--- config.mk ---
export PLATFORM = sky130hd
export DESIGN_NAME = mmio_uart_tx
export DESIGN_NICKNAME = d
export VERILOG_FILES = /design/src/rtl/mmio_uart_tx.sv
export SDC_FILE = /design/constraint.sdc
export NUM_CORES = 1
export LEC_CHECK = 0
export CORE_MARGIN = 3
export CORE_UTILIZATION = 47
export CTS_CLUSTER_DIAMETER = 30
export DETAILED_ROUTE_END_ITERATION = 6
export PLACE_DENSITY = 0.75
export SLEW_MARGIN = 20
export SYNTH_ARGS = -nofsm -noshare
export SYNTH_HDL_FRONTEND = slang
export SYNTH_SLANG_ARGS = --single-unit
export TNS_END_PERCENT = 5
--- constraint.sdc ---
create_clock -name clk -period 2.5 [get_ports clk]
set_clock_uncertainty 0.1 [all_clocks]
set_input_delay 0.5 -clock clk [delete_from_list [all_inputs] [get_ports clk]]
set_output_delay 0.5 -clock clk [all_outputs]
set_load 0.1 [all_outputs]
--- src/rtl/mmio_uart_tx.sv ---
// mmio_uart_tx: memory-mapped 8N1 UART transmitter with a store-edge-detected push into a circular FIFO.
// One push per store instruction; the frame engine drains the FIFO back-to-back with no idle gap.
module mmio_uart_tx #(
  parameter logic [31:0] UART_ADDR    = 32'h0000_00FC,
  parameter int          CLKS_PER_BIT = 16,
  parameter int          FIFO_DEPTH   = 8
) (
  input  logic                          clk,
  input  logic                          reset,
  input  logic                          MemWrite,
  input  logic [31:0]                   DataAdr,
  input  logic [31:0]                   WriteData,
  output logic                          tx,
  output logic                          busy,
  output logic                          fifo_empty,
  output logic                          fifo_full,
  output logic [$clog2(FIFO_DEPTH):0]   fifo_count,
  output logic                          overflow
);
  localparam int AW = $clog2(FIFO_DEPTH);
  localparam int BW = $clog2(CLKS_PER_BIT);
  localparam logic [AW:0]   FULL_N    = (AW+1)'(FIFO_DEPTH);
  localparam logic [BW-1:0] BAUD_LAST = BW'(CLKS_PER_BIT - 1);
  typedef enum logic [1:0] {IDLE, START, DATA, STOP} state_t;
  state_t        state;
  logic          wr_q;
  logic [AW-1:0] wr_ptr, rd_ptr;
  logic [7:0]    mem [FIFO_DEPTH];
  logic [7:0]    shift;
  logic [BW-1:0] baud;
  logic [2:0]    bit_idx;
  logic          qualified, push_req, push, pop, baud_end;
  logic          unused_bits;
  assign unused_bits = ^WriteData[31:8];
  assign qualified   = MemWrite && (DataAdr == UART_ADDR);
  assign push_req    = qualified && !wr_q;
  assign push        = push_req && !fifo_full;
  assign baud_end    = baud == BAUD_LAST;
  assign pop         = !fifo_empty && (state == IDLE || (state == STOP && baud_end));
  assign fifo_empty  = fifo_count == '0;
  assign fifo_full   = fifo_count == FULL_N;
  assign busy        = state != IDLE;
  always_ff @(posedge clk or posedge reset) begin
    if (reset) begin
      wr_q       <= 1'b0;
      wr_ptr     <= '0;
      rd_ptr     <= '0;
      fifo_count <= '0;
      overflow   <= 1'b0;
    end else begin
      wr_q <= qualified;
      if (push) wr_ptr <= wr_ptr + 1'b1;
      if (pop) rd_ptr <= rd_ptr + 1'b1;
      if (push_req && fifo_full) overflow <= 1'b1;
      if (push && !pop) fifo_count <= fifo_count + 1'b1;
      else if (pop && !push) fifo_count <= fifo_count - 1'b1;
    end
  end
  // Storage is deliberately left out of reset; pointers alone define validity.
  always_ff @(posedge clk) begin
    if (push) mem[wr_ptr] <= WriteData[7:0];
  end
  always_ff @(posedge clk or posedge reset) begin
    if (reset) begin
      state   <= IDLE;
      tx      <= 1'b1;
      shift   <= '0;
      baud    <= '0;
      bit_idx <= '0;
    end else begin
      case (state)
        IDLE: begin
          tx <= 1'b1;
          if (pop) begin
            shift <= mem[rd_ptr];
            baud  <= '0;
            tx    <= 1'b0;
            state <= START;
          end
        end
        START: begin
          if (baud_end) begin
            baud    <= '0;
            bit_idx <= '0;
            tx      <= shift[0];
            state   <= DATA;
          end else baud <= baud + 1'b1;
        end
        DATA: begin
          if (baud_end) begin
            baud  <= '0;
            shift <= shift >> 1;
            if (bit_idx == 3'd7) begin
              tx    <= 1'b1;
              state <= STOP;
            end else begin
              bit_idx <= bit_idx + 1'b1;
              tx      <= shift[1];
            end
          end else baud <= baud + 1'b1;
        end
        STOP: begin
          if (baud_end) begin
            baud <= '0;
            // Chain straight into the next START so queued frames leave no idle gap.
            if (pop) begin
              shift <= mem[rd_ptr];
              tx    <= 1'b0;
              state <= START;
            end else state <= IDLE;
          end else baud <= baud + 1'b1;
        end
        default: state <= IDLE;
      endcase
    end
  end
endmodule

==> flow_summary.toml, run 1 <==
[status]
status = "finished with violations"
violations = "negative setup slack"

[timing]
post-route-period-util_pct = 110
worst_slack_ps = -247
grt_setup_unrepaired = "true"
finalMaxSlewViolations = 0
setup_violations = 3
worst_pin_slew_ps = 486
fmax_ghz = 0.364
hold_viol = 0
min_period_ps = 2750
slew_headroom_pct = 67.6

[pwr]
peakVddDrop_mv = 0.369
leakagePower_nw = 2.07
p_per_area_nw_per_um2 = 497

[finish]
antennaDiodeCount = 0
finish.instance_area_sq_um = 5520
layout.nets = 461
area_growth_pct = 28.7
fin_util_pct = 62.6
final_cell_count_no_fill = 493
drive_gt1_share_pct = 31.9

[synth]
synth-simple-area-share_pct = 10.2
synth_edf_count = 64
synthXorXnorAreaFrac_pct = 1.43
syn_inst = 288
synth_nets = 369
ys_ff_latch = 94
syn_area_sq_um = 4290
muxShareOfSynthArea_pct = 13.4
synth_top_family_by_area = "multiplexers"
synthAdderAreaFrac_pct = 4.26
async_reset_ff_share_pct = 31.9
seq_area_frac_synth_pct = 62.4
synthFlopType = "edfxtp_1"
synth_compound_area_share_pct = 5.93
synth.distinct_cells = 49
syn_avg_cell_area_sq_um = 14.9
yosys_warnings = 0

[grt]
grt_use_met3_pct = 3.10
grt_max_degree = 31
overflow = 0
grt_util_all_layers_pct = 16.9
grt_pass1_vias = 2632
antenna_found_initial = 0
gr-max-usage-layer = "met2"
grt_pass1_wl_um = 13300
grtUsageMet2_pct = 28.5
grt_util_met1_pct = 22.3

[clocking]
cts-buffers-inserted = 9
clockRootBuffer = "clkbuf_8"
cts_tree = "yes"
htreeDepth = 3
clock-sinks = 94
ctsHoldBuffers = 0
clk_pin_slew_ps = 100
clock_latency_ps = 360
clock_path_buffers = 2

[detailed_routing]
wl_per_cell_um = 17.0
drc = 0
drt_iter0_drc = 129
vias = 2720
avgViaCountPerCell = 5.52
ant_nets = 0
drt-total-wl_um = 8360
first_pass_iters = 4

[setup_path]
path_cells = "buf_6 -> or4b_4 -> or4_4 -> nor3_4 -> ha_4 -> inv_4 -> ha_4 -> a21o_1 -> a21oi_2 -> mux2i_1 -> xnor2_1"
path_class = "input port to flop"
crit_fanout = 4
crit_arrival_ps = 2930
cp_common_cell = "ha_4"
critPathMaxStageDelay_ps = 530
cp-start-kind = "input port"
cp_slowest_cell = "or4b_4"
cp_data_required_time_ps = 2690
crit_path_end_kind = "flop"

[die]
die_y_um = 102
ioPinCount = 76
rows = 34
core-area_sq_um = 8810
die_area_sq_um = 10300
start_util_pct = 48.7
die_w_um = 102

[placed_design]
gp_congestion = 0.799
dp.cells = 474
dp_slack_ps = -1020
place_area_sq_um = 5250
portBuffers = 51
dp_hpwl_um = 5980

[flow_run]
drv_cap = 0

[worst_hold_path]
worst_hold_path_type = "flop to flop"
==> cell usage in the layout, fill, tap and decap left out, types with 3 or more instances in the layout <==
master | synthesis | layout
edfxtp_1 | 64 | 64
dfrtp_4 | 0 | 4
a21oi_1 | 7 | 6
inv_6 | 0 | 3
xnor2_1 | 6 | 6
nor2_1 | 15 | 13
buf_12 | 0 | 5
mux4_2 | 15 | 15
o21ai_0 | 15 | 14
mux2i_1 | 10 | 10
clkbuf_8 | 0 | 9
nor4_1 | 6 | 6
ha_1 | 13 | 11
nand4_1 | 5 | 5
mux2_2 | 12 | 11
clkdlybuf4s50_1 | 0 | 38
dfrtp_1 | 29 | 25
and3_1 | 4 | 4
nand3_1 | 14 | 14
nor3_1 | 4 | 4
inv_1 | 9 | 7
nand2_1 | 11 | 11
buf_4 | 0 | 44
==> layer usage <==
layer	part of all wire [%]	vias to the layer above
met3	3.4	9
met2	52	56
met5	0	-
met1	43	1347
li1	-	1308
met4	1.6	0
==> critical path, delay by kind of cell <==
kind / cells / cell delay, ps
and+or+nand+nor: 3 / 1220
muxes: 1 / 240
xor gates and xnor gates: 1 / 140
buffers and inverters: 2 / 130
adders and majority gates: 2 / 400
AOI/OAI and AO/OA: 2 / 310
==> final cells by class <==
type / instances / area (sq um)
fillers: 633 / 3290
flip-flops and latches: 94 / 2690
multi-input cells: 173 / 1600
repair buffers: 92 / 853
well taps: 108 / 135
clock buffers: 9 / 124
clock inverters: 7 / 73.8
inverters: 10 / 43.8
==> where the power goes <==
group,leakage (nW),switching (mW),internal [mW]
combinational,1.03,0.0350,0.0638
clock,0.101,0.582,0.396
sequential,0.940,0.00000000121,1.66
total,2.07,0.617,2.12
==> synthesized netlist by cell type (2+ instances only) <==
library cell   n  area share [%]
dfrtp_1       29              17
mux2_2        12             3.2
nor3_1         4            0.47
a21o_1         2            0.35
a22o_1         2            0.41
a2bb2oi_1      2            0.41
o21ai_0       15             1.8
ha_1          13             3.8
nor4b_1        3            0.61
xnor2_1        6             1.2
mux4_2        15             7.9
nor4_1         6            0.88
nand4_1        5            0.73
clkbuf_1       6            0.53
buf_2          2            0.23
a21oi_1        7            0.82
or2_2          2            0.29
nor2_1        15             1.3
nand2_1       11            0.96
edfxtp_1      64              45
a31o_2         2            0.41
nand3_1       14             1.6
or4b_1         2            0.47
o31ai_1        2            0.35
buf_6          3            0.79
mux2i_1       10             2.3
inv_1          9            0.79
and3_1         4            0.58
==> per-stage QoR <==
step	total power [mW]	TNS, ps	hold WS [ps]
5_1_grt	2.83	-906	418
3_5_place_dp	1.79	-40660	362
4_1_cts	2.76	-791	383
3_3_place_gp	1.79	-36980	353
6_report	2.74	-515	380
2_1_floorplan	1.71	-23070	367
==> sequential cells by signal, summed over array words and instances, names as in the netlist <==
signal,cells
baud,4
state,2
wr_ptr,3
shift,8
fifo_count,4
rd_ptr,3
bit_idx,3
tx,1
overflow,1
mem,64
wr_q,1
==> worst paths after layout <==
| kind | depth (start not counted) | slack (ps) | end | from |
|---|---|---|---|---|
| max | 11 | -250 | fifo_count[3] | DataAdr[21] |
| min | 1 | 380 | overflow | overflow |
| max reg2reg | 11 | -150 | fifo_count[3] | fifo_count[3] |
| min reg2reg | 1 | 380 | overflow | overflow |
| max in group asynchronous | 3 | 1570 | tx | reset |
| min in group asynchronous | 3 | 400 | baud[1] | reset |
==> what timing repair did <==
| action | 4_1_cts | 5_1_grt |
|---|---|---|
| pin swaps | 9 | 4 |
| endpoints found under the setup margin | 57 | 20 |
| gates resized for setup | 15 | 9 |
| setup buffers | 2 | 1 |
==> cells by family after synthesis <==
kind of cell / after synthesis
AOI/OAI and AO/OA: 38
xor gates and xnor gates: 7
adders and majority gates: 14
buffers and inverters: 21
DFF: 94
muxes: 37
and+or+nand+nor: 77
Power figures use the tool's default switching activity.
==> run 2, diff against run 1 <==
--- a/config.mk
+++ b/config.mk
@@ -6,5 +6,5 @@
 export NUM_CORES = 1
 export LEC_CHECK = 0
-export CORE_MARGIN = 3
+export CORE_MARGIN = 1.5
 export CORE_UTILIZATION = 47
 export CTS_CLUSTER_DIAMETER = 30
--- a/constraint.sdc
+++ b/constraint.sdc
@@ -3,3 +3,3 @@
 set_input_delay 0.5 -clock clk [delete_from_list [all_inputs] [get_ports clk]]
 set_output_delay 0.5 -clock clk [all_outputs]
-set_load 0.1 [all_outputs]
+set_load 0.005 [all_outputs]
==> run 2 against run 1 <==
Compared with the run above: the run still ends with negative setup slack left; global-route usage grew 1.6 points; utilization grew 0.46 points; non-clock buffer count decreased by 3; combinational power about the same; routed wire length is 0.73% lower; cell area up 0.25%; fmax is 5.3% higher; die area fell by 5.8%; sequential cell count did not move; first-iteration DRC count increased by 19%; critical path type unchanged; critical endpoint is now fifo_count[1].
==> flow_summary.toml, run 2 (same netlist as run 1, synthesis figures left out) <==
[clocking]
clock_latency_ps = 380
cts-buffers-inserted = 9
htreeDepth = 3
clock_path_buffers = 2
cts_tree = "yes"
clk_pin_slew_ps = 100
clockRootBuffer = "clkbuf_8"
clock-sinks = 94

[pwr]
internal_power_mw = 2.13
leakagePower_nw = 2.18
peakVddDrop_mv = 0.350
clkPwrFrac_pct = 36.6
pwr-share-comb_pct = 3.6
power.switching_mw = 0.656
switching_share_pct = 23.6
p_per_area_nw_per_um2 = 503
seqPwrFrac_pct = 59.7

[finish]
fin_util_pct = 63.1
layout.nets = 458
fillers = 645
drive_gt1_share_pct = 29.1
mostFrequentLayoutCells = "edfxtp_1, buf_4, clkdlybuf4s50_1"
largest_register = "mem"
area_growth_pct = 29.0
layout_commonest_cell = "edfxtp_1"
largest_reg_flops = 64
reg.largest.list = "mem: 64 flops, shift: 8 flops"
antennaDiodeCount = 0

[setup_path]
cp-start-kind = "input port"
path_class = "input port to flop"
timing.rr.start = "fifo_count[3]"
ff2ff_setup_slack_ps = -40
r2r-end = "fifo_count[1]"
cp_data_required_time_ps = 2670
setup.worst_path.end = "fifo_count[1]"
crit_path_end_kind = "flop"
reg2reg_depth = 8
crit_arrival_ps = 2780
crit_fanout = 4
cp-startpoint = "DataAdr[21]"

[timing]
slew_headroom_pct = 45.0
hold_viol = 0
fin_setup_tns_ps = -218
finalMaxSlewViolations = 0
min_period_ps = 2610
setup_violations = 2
fmax_ghz = 0.383
worst_pin_slew_ps = 826
worst_slack_ps = -110
post-route-period-util_pct = 104
grt_setup_unrepaired = "true"

[grt]
grt_pass1_wl_um = 14000
grt_pass1_vias = 2837
overflow = 0
grt_util_all_layers_pct = 18.5
grt_max_degree = 23
antenna_found_initial = 0

[detailed_routing]
avgViaCountPerCell = 5.69
drc = 0
drt-total-wl_um = 8300
first_pass_iters = 4
vias = 2789
drt_iter0_drc = 153
wl_per_cell_um = 16.9
ant_nets = 0

[die]
start_util_pct = 48.9
die_w_um = 98.5
die_area_sq_um = 9700
ioPinCount = 76
die_y_um = 98.5
core-area_sq_um = 8760
rows = 34

[placed_design]
portBuffers = 51
dp_hpwl_um = 5910
gp_congestion = 0.779

[status]
violations = "negative setup slack"
status = "finished with violations"

[flow_run]
drv_cap = 0

[worst_hold_path]
worst_hold_path_type = "input port to async pin"
-- run 2: cell types whose count changed in the layout (fill, tap and decap cells not counted), sizes merged --
cell	change
buf	-12
clkdlybuf4s50	-4
clkinv	+2
clkinvlp	-1
dlygate4sd2	+1
dlymetal6s2s	+12
inv	-1
-- run 2: power groups by stage --
stage / sequential [mW] / combinational [mW] / clock (mW)
2_1_floorplan: 1.70 / 0.0129 / 0
3_3_place_gp: 1.70 / 0.0947 / 0
3_5_place_dp: 1.70 / 0.0982 / 0
4_1_cts: 1.66 / 0.0988 / 1.04
5_1_grt: 1.66 / 0.110 / 1.10
6_report: 1.66 / 0.101 / 1.02
-- run 2: worst min-delay path by stage --
stage / depth (start not counted) / to / startpoint
2_1_floorplan: 2 / tx / tx
3_3_place_gp: 2 / tx / tx
3_5_place_dp: 2 / tx / tx
4_1_cts: 2 / baud[1] / reset
5_1_grt: 2 / baud[3] / reset
6_report: 2 / baud[3] / reset
-- run 2: timing repair --
action | 4_1_cts | 5_1_grt
gates cloned | 0 | 0
endpoints found under the hold margin | 0 | 0
setup endpoints to repair | 53 | 5
buffers inserted | 1 | 1
pin swaps | 11 | 13
gates resized for setup | 24 | 20
hold buffers | 0 | 0
-- run 2: layer usage --
layer	up-vias	track usage (%)	share of wire, %
li1	1299	-	-
met1	1414	25.0	45
met2	66	30.7	51
met3	10	2.98	3.1
met4	0	6.18	1.5
met5	-	0	0
-- run 2: area by class of cell --
type | count | area [sq um] | share of cell area [%]
clock buffers | 9 | 124 | 2.24
flip-flops and latches | 94 | 2680 | 48.4
repair buffers | 89 | 841 | 15.2
multi-input cells | 173 | 1630 | 29.5
inverters | 10 | 40.0 | 0.724
clock inverters | 7 | 86.3 | 1.56
well taps | 108 | 135 | 2.44
-- run 2: critical path: stages --
cell	delay [ps]
buf_6	90
or4b_4	520
or4_4	450
nor3_4	170
ha_4	170
inv_4	50
buf_4	130
fa_2	420
mux2_4	280
-- run 2: metrics by stage --
stage                     setup slack, ps  hold slack [ps]  power, mW  instances  instance area, sq um
after floorplan                      -473              349       1.71        288                  4310
after global placement               -865              358       1.79        472                  5180
after detailed placement             -909              362       1.80        472                  5180
after CTS                            -256              272       2.81        489                  5440
after global routing                 -233              299       2.88        490                  5530
final                                -110              270       2.78        490                  5530
==> run 3, diff against run 2 <==
CORE_MARGIN = default   (was 1.5)
==> run 3 against run 2 <==
Compared with the run above: the flow still finishes with violations (negative setup slack); via count is 2.4% lower; cell area decreased by 0.18%; non-clock buffer count rose by 4; sequential share of layout area grew 0.088 points; combinational power about the same; global-route usage increased by 0.38 points; worst setup slack worse by 54 ps; fmax fell by 2.0%; sequential power about the same; power is 0.14% lower; register-to-register slack got worse by 30 ps; largest cell class unchanged; largest power group unchanged.
==> flow_summary.toml, run 3 (same netlist as run 1, synthesis figures left out) <==
[placed_design]
place_area_sq_um = 5180
dp_slack_ps = -912
dp.cells = 472
dp_hpwl_um = 5890
gp_congestion = 0.747
portBuffers = 51

[timing]
fmax_ghz = 0.375
grt_setup_unrepaired = "true"
slew_headroom_pct = 44.2
worst_pin_slew_ps = 838
fin_setup_tns_ps = -364
hold_viol = 0
worst_slack_ps = -164
post-route-period-util_pct = 107
finalMaxSlewViolations = 0
setup_violations = 3
min_period_ps = 2660

[detailed_routing]
wl_per_cell_um = 16.9
avgViaCountPerCell = 5.51
drt_iter0_drc = 146
first_pass_iters = 4
drc = 0
ant_nets = 0
vias = 2723
drt-total-wl_um = 8330

[grt]
grt_util_all_layers_pct = 18.8
antenna_found_initial = 0
overflow = 0
grt_pass1_vias = 2903
grt_use_met3_pct = 2.81
gr-max-usage-layer = "met2"
grtUsageMet2_pct = 32.4
grt_pass1_wl_um = 13900
grt_max_degree = 23
grt_util_met1_pct = 24.2

[finish]
antennaDiodeCount = 0
area_growth_pct = 28.8
reg.largest.list = "mem: 64 flops, shift: 8 flops"
finish.instance_area_sq_um = 5520
layout_commonest_cell = "edfxtp_1"
layout.nets = 462
largest_register = "mem"
drive_gt1_share_pct = 30.1
mostFrequentLayoutCells = "edfxtp_1, buf_4, clkdlybuf4s50_1"
final_cell_count_no_fill = 494
largest_reg_flops = 64

[clocking]
cts_tree = "yes"
htreeDepth = 3
cts-buffers-inserted = 9
clockRootBuffer = "clkbuf_8"
clock_path_buffers = 2
clock_latency_ps = 370
clock-sinks = 94
clk_pin_slew_ps = 100

[flow_run]
drv_cap = 0

[pwr]
peakVddDrop_mv = 0.364
internal_power_mw = 2.13
leakagePower_nw = 2.15
p_per_area_nw_per_um2 = 504
clkPwrFrac_pct = 36.5
power.switching_mw = 0.651
pwr-share-comb_pct = 3.6
seqPwrFrac_pct = 59.8
switching_share_pct = 23.4

[status]
status = "finished with violations"
violations = "negative setup slack"

[die]
die_area_sq_um = 9510
rows = 34
die_y_um = 97.5
start_util_pct = 48.9
die_w_um = 97.5
core-area_sq_um = 8760
ioPinCount = 76

[setup_path]
reg2reg_depth = 8
crit_fanout = 4
ff2ff_setup_slack_ps = -70
timing.rr.start = "fifo_count[3]"
path_class = "input port to flop"
cp_data_required_time_ps = 2660
cp-start-kind = "input port"
crit_path_end_kind = "flop"
r2r-end = "fifo_count[1]"
crit_arrival_ps = 2830

[worst_hold_path]
worst_hold_path_type = "input port to async pin"
[run 3: critical path, stage by stage]
cell	delay, ps
buf_6	90
or4b_4	530
or4_4	450
nor3_4	140
ha_2	230
inv_4	50
buf_4	130
fa_1	440
mux2_4	270
[run 3: how the worst max path moves through the flow]
stage	from	to	slack, ps	cells after the start
floorplan	DataAdr[9]	fifo_count[3]	-470	10
global placement	DataAdr[9]	fifo_count[3]	-870	11
detailed placement	DataAdr[9]	fifo_count[3]	-910	11
CTS	DataAdr[21]	fifo_count[3]	-260	11
global route	DataAdr[16]	fifo_count[3]	-290	11
finish	DataAdr[21]	fifo_count[1]	-160	9
[run 3: power by group through the flow]
stage               Sequential (mW)  Clock (mW)  Combinational, mW
floorplan                      1.70           0             0.0129
global placement               1.70           0             0.0938
detailed placement             1.70           0             0.0968
CTS                            1.66        1.04             0.0960
global route                   1.66        1.10              0.110
finish                         1.66        1.02              0.101
[run 3: stage by stage]
| step | hold WS (ps) | total power [mW] | util (%) |
|---|---|---|---|
| after floorplan | 349 | 1.71 | - |
| after global placement | 359 | 1.79 | 59.2 |
| after detailed placement | 353 | 1.79 | 59.2 |
| after CTS | 271 | 2.80 | 62.0 |
| after global routing | 299 | 2.87 | 63.0 |
| final | 264 | 2.78 | 63.0 |
[run 3: layout make-up]
cell class / instances / area (sq um)
clock buffers: 9 / 124
clock inverters: 7 / 81.3
fillers: 615 / 3240
inverters: 10 / 40.0
multi-input cells: 173 / 1610
flip-flops and latches: 94 / 2680
well taps: 108 / 135
repair buffers: 93 / 853
[run 3: what timing repair did]
item / in CTS / in global routing
pin swaps: 10 / 10
hold buffers: 0 / 0
hold endpoints to repair: 0 / 0
endpoints found under the setup margin: 54 / 6
buffers inserted: 4 / 2
resized for setup: 20 / 19
[run 3: layer usage]
layer  vias up  wire (um)
met5         -          0
met4         0        123
met3        10        246
met2        68       4230
met1      1335       3730
li1       1310          -
